<file path="src/rtl/if_queue_pkg.sv">
// Shared defines for the instruction-fetch queue: bus widths and the words
// presented to decode when the queue has nothing to offer.
package if_queue_pkg;

    localparam int IQ_INST_W = 32;
    localparam int IQ_ADDR_W = 32;

    // addi x0, x0, 0 -- canonical RISC-V NOP
    localparam logic [IQ_INST_W-1:0] INST_NOP  = 32'h0000_0013;
    localparam logic [IQ_ADDR_W-1:0] ZERO_WORD = '0;

endpackage

</file>
<file path="src/rtl/if_queue_fifo_mem.sv">
// Storage array for the fetch queue: one write port clocked on the rising
// edge, one combinational read port. Contents are deliberately not reset.
module fifo_mem #(
    parameter int DEPTH = 4,
    parameter int WIDTH = 64,
    localparam int PTR_W = $clog2(DEPTH)
) (
    input  logic             clk,
    input  logic             we,
    input  logic [PTR_W-1:0] waddr,
    input  logic [WIDTH-1:0] wdata,
    input  logic [PTR_W-1:0] raddr,
    output logic [WIDTH-1:0] rdata
);

    logic [WIDTH-1:0] mem [DEPTH];

    always_ff @(posedge clk) begin
        if (we) begin
            mem[waddr] <= wdata;
        end
    end

    assign rdata = mem[raddr];

endmodule

</file>
<file path="src/rtl/if_queue.sv">
// Instruction-fetch queue between fetch and decode. Pointer/count bookkeeping
// lives here; entry storage is the fifo_mem sub-module.
module if_queue
    import if_queue_pkg::*;
#(
    parameter int DEPTH  = 4,
    parameter int ADDR_W = IQ_ADDR_W,
    parameter int INST_W = IQ_INST_W
) (
    input  logic                   clk,
    input  logic                   rst,
    input  logic                   in_valid_i,
    output logic                   in_ready_o,
    input  logic [INST_W-1:0]      inst_i,
    input  logic [ADDR_W-1:0]      inst_addr_i,
    input  logic                   flush_i,
    input  logic                   hold_i,
    output logic                   out_valid_o,
    output logic [INST_W-1:0]      inst_o,
    output logic [ADDR_W-1:0]      inst_addr_o,
    output logic [$clog2(DEPTH):0] count_o
);

    localparam int PTR_W   = $clog2(DEPTH);
    localparam int CNT_W   = PTR_W + 1;
    localparam int ENTRY_W = INST_W + ADDR_W;

    localparam logic [CNT_W-1:0]  FULL_CNT   = CNT_W'(DEPTH);
    localparam logic [INST_W-1:0] EMPTY_INST = INST_W'(INST_NOP);
    localparam logic [ADDR_W-1:0] EMPTY_ADDR = ADDR_W'(ZERO_WORD);

    logic [PTR_W-1:0]   wr_ptr_q;
    logic [PTR_W-1:0]   rd_ptr_q;
    logic [CNT_W-1:0]   count_q;
    logic               ready_en_q;
    logic               push;
    logic               pop;
    logic [ENTRY_W-1:0] wr_entry;
    logic [ENTRY_W-1:0] head_entry;

    // Handshake: an entry transfers in on any rising edge where in_valid_i
    // and in_ready_o are both high, and out to decode on any edge where
    // out_valid_o is high and hold_i is low. flush_i cancels both transfers.
    // Ready/valid are functions of registered state only, never of inputs.
    assign push = in_valid_i & in_ready_o & ~flush_i;
    assign pop  = out_valid_o & ~hold_i & ~flush_i;

    // ready_en_q keeps the input closed until the first edge after reset.
    assign in_ready_o  = ready_en_q & (count_q != FULL_CNT);
    assign out_valid_o = (count_q != '0);
    assign count_o     = count_q;

    always_ff @(posedge clk or negedge rst) begin
        if (!rst) begin
            wr_ptr_q   <= '0;
            rd_ptr_q   <= '0;
            count_q    <= '0;
            ready_en_q <= 1'b0;
        end else begin
            ready_en_q <= 1'b1;
            if (flush_i) begin
                wr_ptr_q <= '0;
                rd_ptr_q <= '0;
                count_q  <= '0;
            end else begin
                // Power-of-two depth: pointers wrap naturally at DEPTH-1.
                if (push) begin
                    wr_ptr_q <= wr_ptr_q + PTR_W'(1);
                end
                if (pop) begin
                    rd_ptr_q <= rd_ptr_q + PTR_W'(1);
                end
                case ({push, pop})
                    2'b10:   count_q <= count_q + CNT_W'(1);
                    2'b01:   count_q <= count_q - CNT_W'(1);
                    default: count_q <= count_q;
                endcase
            end
        end
    end

    assign wr_entry = {inst_i, inst_addr_i};

    fifo_mem #(
        .DEPTH (DEPTH),
        .WIDTH (ENTRY_W)
    ) u_mem (
        .clk   (clk),
        .we    (push),
        .waddr (wr_ptr_q),
        .wdata (wr_entry),
        .raddr (rd_ptr_q),
        .rdata (head_entry)
    );

    // Stale storage is masked so decode sees a clean NOP at address zero.
    assign inst_o      = out_valid_o ? head_entry[ENTRY_W-1:ADDR_W] : EMPTY_INST;
    assign inst_addr_o = out_valid_o ? head_entry[ADDR_W-1:0]       : EMPTY_ADDR;

endmodule

</file>
<file path="config.mk">
export PLATFORM = sky130hd
export DESIGN_NAME = if_queue
export DESIGN_NICKNAME = d
export VERILOG_FILES = /design/src/rtl/if_queue_pkg.sv /design/src/rtl/if_queue_fifo_mem.sv /design/src/rtl/if_queue.sv
export SDC_FILE = /design/constraint.sdc
export NUM_CORES = 1
export LEC_CHECK = 0
export CORE_MARGIN = 2
export CORE_UTILIZATION = 25
export CTS_CLUSTER_SIZE = 12
export DETAILED_ROUTE_END_ITERATION = 6
export DONT_BUFFER_PORTS = 1
export GPL_TIMING_DRIVEN = 0
export HOLD_SLACK_MARGIN = 0.05
export PLACE_DENSITY = 0.44
export SKIP_CTS_REPAIR_TIMING = 1
export SYNTH_ARGS = -nofsm -noshare
export SYNTH_HDL_FRONTEND = slang
export SYNTH_SLANG_ARGS = --single-unit
</file>
<file path="constraint.sdc">
create_clock -name clk -period 5.9 [get_ports clk]
set_clock_uncertainty 0.1 [all_clocks]
set_input_delay 0.885 -clock clk [delete_from_list [all_inputs] [get_ports clk]]
set_output_delay 0.885 -clock clk [all_outputs]
set_load 0.005 [all_outputs]
</file>
==> impl_metrics.yaml, run 1 <==
final_layout:
  areaGrowthSynthToFinish_pct: 17.2
  nNetsFinal: 584
  n_antenna_cell: 0
  drive_gt1_frac: 0.244
  fill_cells: 3949
  multi_input_area_um2: 2260
  seq_area_um2: 7890
critical_path:
  crit_type: "register to output port"
  path_cells: "clkbuf_2 > nor3_4 > inv_1 > clkbuf_1 > and2_1"
  crit_path_top_delay_cell: "dfrtp_1"
  end_kind: "output port"
  crit_buf_inv: 3
  max_stage_delay_ns: 0.43
  r2r_slack_ns: 3.06
  critical-path-top-delay-family: "buffers and inverters"
  start_kind: "register"
  worst-path-max-fanout: 10
  cp.required_ns: 4.91
  crit_arrival_ns: 2.64
synth:
  synthMuxAreaShare: 0.143
  synth_fa_ha_area_frac: 0.00677
  yosys.area_share.simple: 0.0550
  synth_fp_nets: 547
  synth_flop_cell: "edfxtp_1"
  synth_largest_area_cell: "edfxtp_1"
  synth_seq_area_share: 0.762
  async_reset_ff_frac: 0.0303
  synth_xor_area_frac: 0
  yosysWarnings: 0
  synth_area_um2: 10300
  syn_inst: 473
  synth_top_area_share: 0.743
  synth_cell_types: 41
  synth_edf_count: 256
  synth-seq-cells: 264
  synth_top_family_by_area: "multiplexers"
  synth_compound_area_frac: 0.0121
  synth.avg_cell_area_um2: 21.9
  synthTopCellsByArea: "edfxtp_1, mux4_2, and2_1, dfrtp_1, buf_12"
timing:
  max_freq_mhz: 275
  report.final.slew_viol_count: 0
  holdWs_ns: 0.320
  timing.final.crit_share: 0.615
  hold_viol: 0
  finalWorstSetupSlack_ns: 2.27
  max-slew-margin-rel: 0.518
  worstMarginPinSlew_ns: 0.713
  final.setup.tns_ns: 0
  period_needed_ns: 3.63
  rsz0062_at_grt: "false"
  finalSetupViolations: 0
floorplanning:
  initial_core_util: 0.253
  fp.dieH_um: 207
  row_count: 74
  dieWidth_um: 207
  core_area_um2: 40800
  dieArea_um2: 43000
  ioPinCount: 138
cts:
  cts_root_buf: "clkbuf_16"
  cts_tree: "done"
  cts_htree_levels: 1
  cts_buffers: 30
  clkTransAtPathRegs_ns: 0.06
  cts_buffer_depth: 3
  worstSkewPairLatency_ns: 0.55
  cts.sinks: 264
worst_hold_path:
  hold_path.class: "primary input to register"
routing:
  drt_pass1_iterations: 4
  routedWlPerCell_um: 21.8
  ant_nets: 0
  vias_per_cell: 4.37
  vias: 4634
  postRouteWirelength_mm: 23.1
  drc: 0
  drt_iter0_markers: 175
placement:
  numPortBuffers: 0
  gp_congestion: 0.724
  preCtsSetupSlack_ns: 2.73
  hpwlAfterDp_mm: 15.0
pwr:
  p_leak_nw: 3.75
  peakVddDrop_mv: 0.233
  p_total_w: 0.00421
  powerDensity_nw_per_um2: 347
grt:
  grt_max_degree: 35
  antenna_found_initial: 0
  grt_pass1_vias: 5263
  grtUsageTotal: 0.106
  grt_pass1_wl_mm: 34.1
  overflow: 0
job:
  maxCapViolCount: 0
run_status:
  status: "finished clean"
worst register-to-register path: cells and delay by family, from the launching register on:
| family | cells | cell delay (ns) |
|---|---|---|
| and+or+nand+nor | 3 | 1.40 |
| buffers and inverters | 2 | 0.56 |
| DFF | 1 | 0.42 |
final timing paths:
check,end,from,depth (start not counted)
setup / recovery,inst_addr_o[16],count_o[1],5
hold / removal,u_mem.mem[1][17],inst_addr_i[17],0
hold reg to reg,wr_ptr_q[1],wr_ptr_q[1],2
setup reg to reg,u_mem.mem[0][6],count_o[1],5
min in group asynchronous,wr_ptr_q[0],rst,1
max in group asynchronous,count_o[0],rst,1
placed cells by master (no fill, tap or decap), types with 4 or more instances in the layout:
cell type and count:
clkbuf_16 31, clkinv_2 5, mux4_2 61, and2_4 4
buf_2 6, dfrtp_1 8, bufinv_16 5, and2_1 62
clkbuf_1 16, inv_1 4, ha_1 4, edfxtp_1 256
nor2b_1 4, buf_16 4, buf_12 4, a21oi_1 4
where the power goes:
group	total (W)	switching [W]	internal (W)
clock network	0.00186	0.000701	0.00116
logic	0.000255	0.000141	0.000114
registers	0.00209	0.00000873	0.00209
total	0.00421	0.000851	0.00336
registers in the layout, summed over array words and instances (netlist names):
signal / count
u_mem.mem: 256
wr_ptr_q: 2
count_o: 3
rd_ptr_q: 2
ready_en_q: 1
cells in the mapped netlist, types with 2 or more instances:
cell,count
o21ai_0,3
or2_1,3
or3_1,2
buf_4,2
buf_2,6
clkbuf_1,10
ha_1,4
edfxtp_1,256
nand2_1,2
mux4_2,61
a21oi_1,4
dfrtp_1,8
and2_1,66
nand2b_1,2
mux2i_1,2
nor2_1,3
o31ai_1,2
buf_6,2
nor2b_1,4
inv_1,4
o41ai_1,2
mux4_1,3
buf_12,4
logic make-up (layout without fill, tap and decap cells):
family | Yosys count | in the layout
buf+inv | 29 | 84
other cells | 1 | 1
compound gates | 18 | 18
flops | 264 | 264
simple gates | 89 | 89
mux | 67 | 67
fa+ha+maj | 5 | 5
stage by stage:
step	cell area (um2)	std cells	util
floorplan	10300	473	-
global placement	11000	1005	0.270
detailed placement	11100	1009	0.273
CTS	12100	1059	0.297
global route	12100	1060	0.297
finish	12100	1060	0.297
per-layer routing:
metal / track usage / part of all wire / vias to the layer above
met5: 0 / 0 / -
met4: 0.0347 / 0.030 / 0
met3: 0.0415 / 0.077 / 44
met2: 0.180 / 0.49 / 138
met1: 0.123 / 0.40 / 2462
li1: - / - / 1990
final cells by class:
cell class,instances,share of cell area
flip-flops and latches,264,0.650
multi-input cells,180,0.187
clock buffers,37,0.0658
well taps,532,0.0549
plain buffers,25,0.0157
clock inverters,13,0.0154
repair buffers,5,0.00991
inverters,4,0.00124
Power figures use the tool's default switching activity.
==> inputs of run 2 (changes only) <==
- clock period: 5.9 -> 3.6 ns (I/O delays scaled with it)
==> run 2 against run 1 <==
Effect of this change:
- final area up 5.3%
- combinational power rose by 97%
- final cell count up 6.1%
- sequential share of layout area fell by 3.3 points
- first-iteration DRC count increased by 19%
- critical path depth unchanged
- global-route usage stayed put
- via count is 5.9% higher
- sequential power is 64% higher
==> impl_metrics.yaml, run 2 (synthesis gave the netlist of run 1 again) <==
run_status:
  status: "finished clean"
floorplanning:
  dieWidth_um: 207
  core_area_um2: 40800
  fp.dieH_um: 207
  initial_core_util: 0.253
  ioPinCount: 138
  row_count: 74
  dieArea_um2: 43000
critical_path:
  crit_arrival_ns: 2.64
  crit_buf_inv: 3
  start_kind: "register"
  cp.required_ns: 2.96
  max_stage_delay_ns: 0.43
  end_kind: "output port"
  critical-path-top-delay-family: "buffers and inverters"
  worst-path-max-fanout: 10
  path_cells: "clkbuf_2 > nor3_4 > inv_1 > clkbuf_1 > and2_1"
  crit_type: "register to output port"
  crit_path_top_delay_cell: "dfrtp_1"
pwr:
  p_total_w: 0.00699
  p_leak_nw: 4.02
  peakVddDrop_mv: 0.389
  powerDensity_nw_per_um2: 548
routing:
  drt_iter0_markers: 208
  postRouteWirelength_mm: 23.2
  m1WireLength_mm: 9.71
  vias: 4909
  vias_per_cell: 4.36
  ant_nets: 0
  routedWlPerCell_um: 20.6
  wl_met3_mm: 1.26
  drc: 0
  drt_pass1_iterations: 4
  top_layer: "met4"
  wl_met2_mm: 11.5
final_layout:
  final_cell_mix: "edfxtp_1, dlygate4sd3_1, and2_1, mux4_2, clkbuf_16"
  nNetsFinal: 648
  largest_reg_flops: 256
  areaGrowthSynthToFinish_pct: 23.4
  layout_commonest_cell: "edfxtp_1"
  drive_gt1_frac: 0.218
  regMostFlops: "u_mem.mem"
  fill_cells: 3918
cts:
  cts_root_buf: "clkbuf_16"
  cts_tree: "done"
  clkTransAtPathRegs_ns: 0.06
  cts_buffers: 30
  cts_buffer_depth: 3
  cts_htree_levels: 1
  worstSkewPairLatency_ns: 0.55
  cts.sinks: 264
placement:
  hpwlAfterDp_mm: 15.0
  numPortBuffers: 0
  gp_congestion: 0.724
timing:
  max-slew-margin-rel: 0.520
  rsz0062_at_grt: "false"
  final.setup.tns_ns: 0
  finalSetupViolations: 0
  worstMarginPinSlew_ns: 0.710
  report.final.slew_viol_count: 0
  timing.final.crit_share: 0.912
  max_freq_mhz: 305
  hold_viol: 0
  period_needed_ns: 3.28
job:
  maxCapViolCount: 0
grt:
  grt_pass1_wl_mm: 34.1
  grt_pass1_vias: 5263
  grt_max_degree: 35
  antenna_found_initial: 1
  grtUsageTotal: 0.106
  overflow: 0
worst_hold_path:
  hold_path.class: "primary input to register"
-- run 2: cell types whose count changed in the layout (fill, tap and decap cells not counted) --
cell,change
diode_2,+1
dlygate4sd3_1,+64
-- run 2: final cells by class --
type | count | area [um2] | share of cell area
Antenna cell | 1 | 2.50 | 0.000196
Timing Repair Buffer | 69 | 761 | 0.0596
Inverter | 4 | 15.0 | 0.00118
Clock inverter | 13 | 186 | 0.0146
Tap cell | 532 | 666 | 0.0521
Multi-Input combinational cell | 180 | 2260 | 0.177
Sequential cell | 264 | 7890 | 0.618
Buffer | 25 | 190 | 0.0149
Clock buffer | 37 | 798 | 0.0625
-- run 2: stage by stage --
step	util	instances	cell area, um2	hold WS (ns)	setup WS (ns)
2_1_floorplan	-	473	10300	0.144	0.443
3_3_place_gp	0.270	1005	11000	0.145	-1.16
3_5_place_dp	0.273	1009	11100	0.145	0.711
4_1_cts	0.297	1059	12100	-0.463	0.168
5_1_grt	0.313	1124	12800	0.227	0.0462
6_report	0.313	1125	12800	0.227	0.318
-- run 2: final timing paths --
check | slack, ns | cells past startpoint | startpoint | to
max | 0.32 | 5 | count_o[1] | inst_addr_o[16]
min | 0.23 | 3 | in_valid_i | wr_ptr_q[0]
max reg2reg | 0.76 | 5 | count_o[0] | u_mem.mem[3][6]
min reg2reg | 0.51 | 2 | wr_ptr_q[1] | wr_ptr_q[1]
max in group asynchronous | 2.83 | 1 | rst | count_o[0]
min in group asynchronous | 0.26 | 1 | rst | wr_ptr_q[0]
-- run 2: metal layers --
metal | GRT usage | vias up
met5 | 0 | -
met4 | 0.0347 | 0
met3 | 0.0415 | 44
met2 | 0.180 | 127
met1 | 0.123 | 2615
li1 | - | 2123
-- run 2: where the power goes --
group | leakage, nW | internal [W] | switching, W
Clock | 0.484 | 0.00190 | 0.00115
Sequential | 2.42 | 0.00342 | 0.0000144
Combinational | 1.11 | 0.000235 | 0.000269
Total | 4.02 | 0.00555 | 0.00144
-- run 2: worst min-delay path, cell delays in order --
cell and delay (ns):
nand2_1 0.11, or3_1 0.12, a21oi_1 0.06
==> inputs of run 3 (changes only) <==
- clock period: 3.6 -> 4.05 ns (I/O delays scaled with it)
==> results of run 3 <==
The final DEF is identical to that of run 2. Status: finished clean.
Among the figures that moved: setup slack after placement 0.711 ns -> 1.16 ns; setup slack after layout 0.318 ns -> 0.701 ns; hold slack 0.227 ns -> 0.295 ns; register-to-register setup slack 0.76 ns -> 1.21 ns; total power 0.00699 W -> 0.00621 W; worst IR drop on VDD 0.389 mV -> 0.346 mV
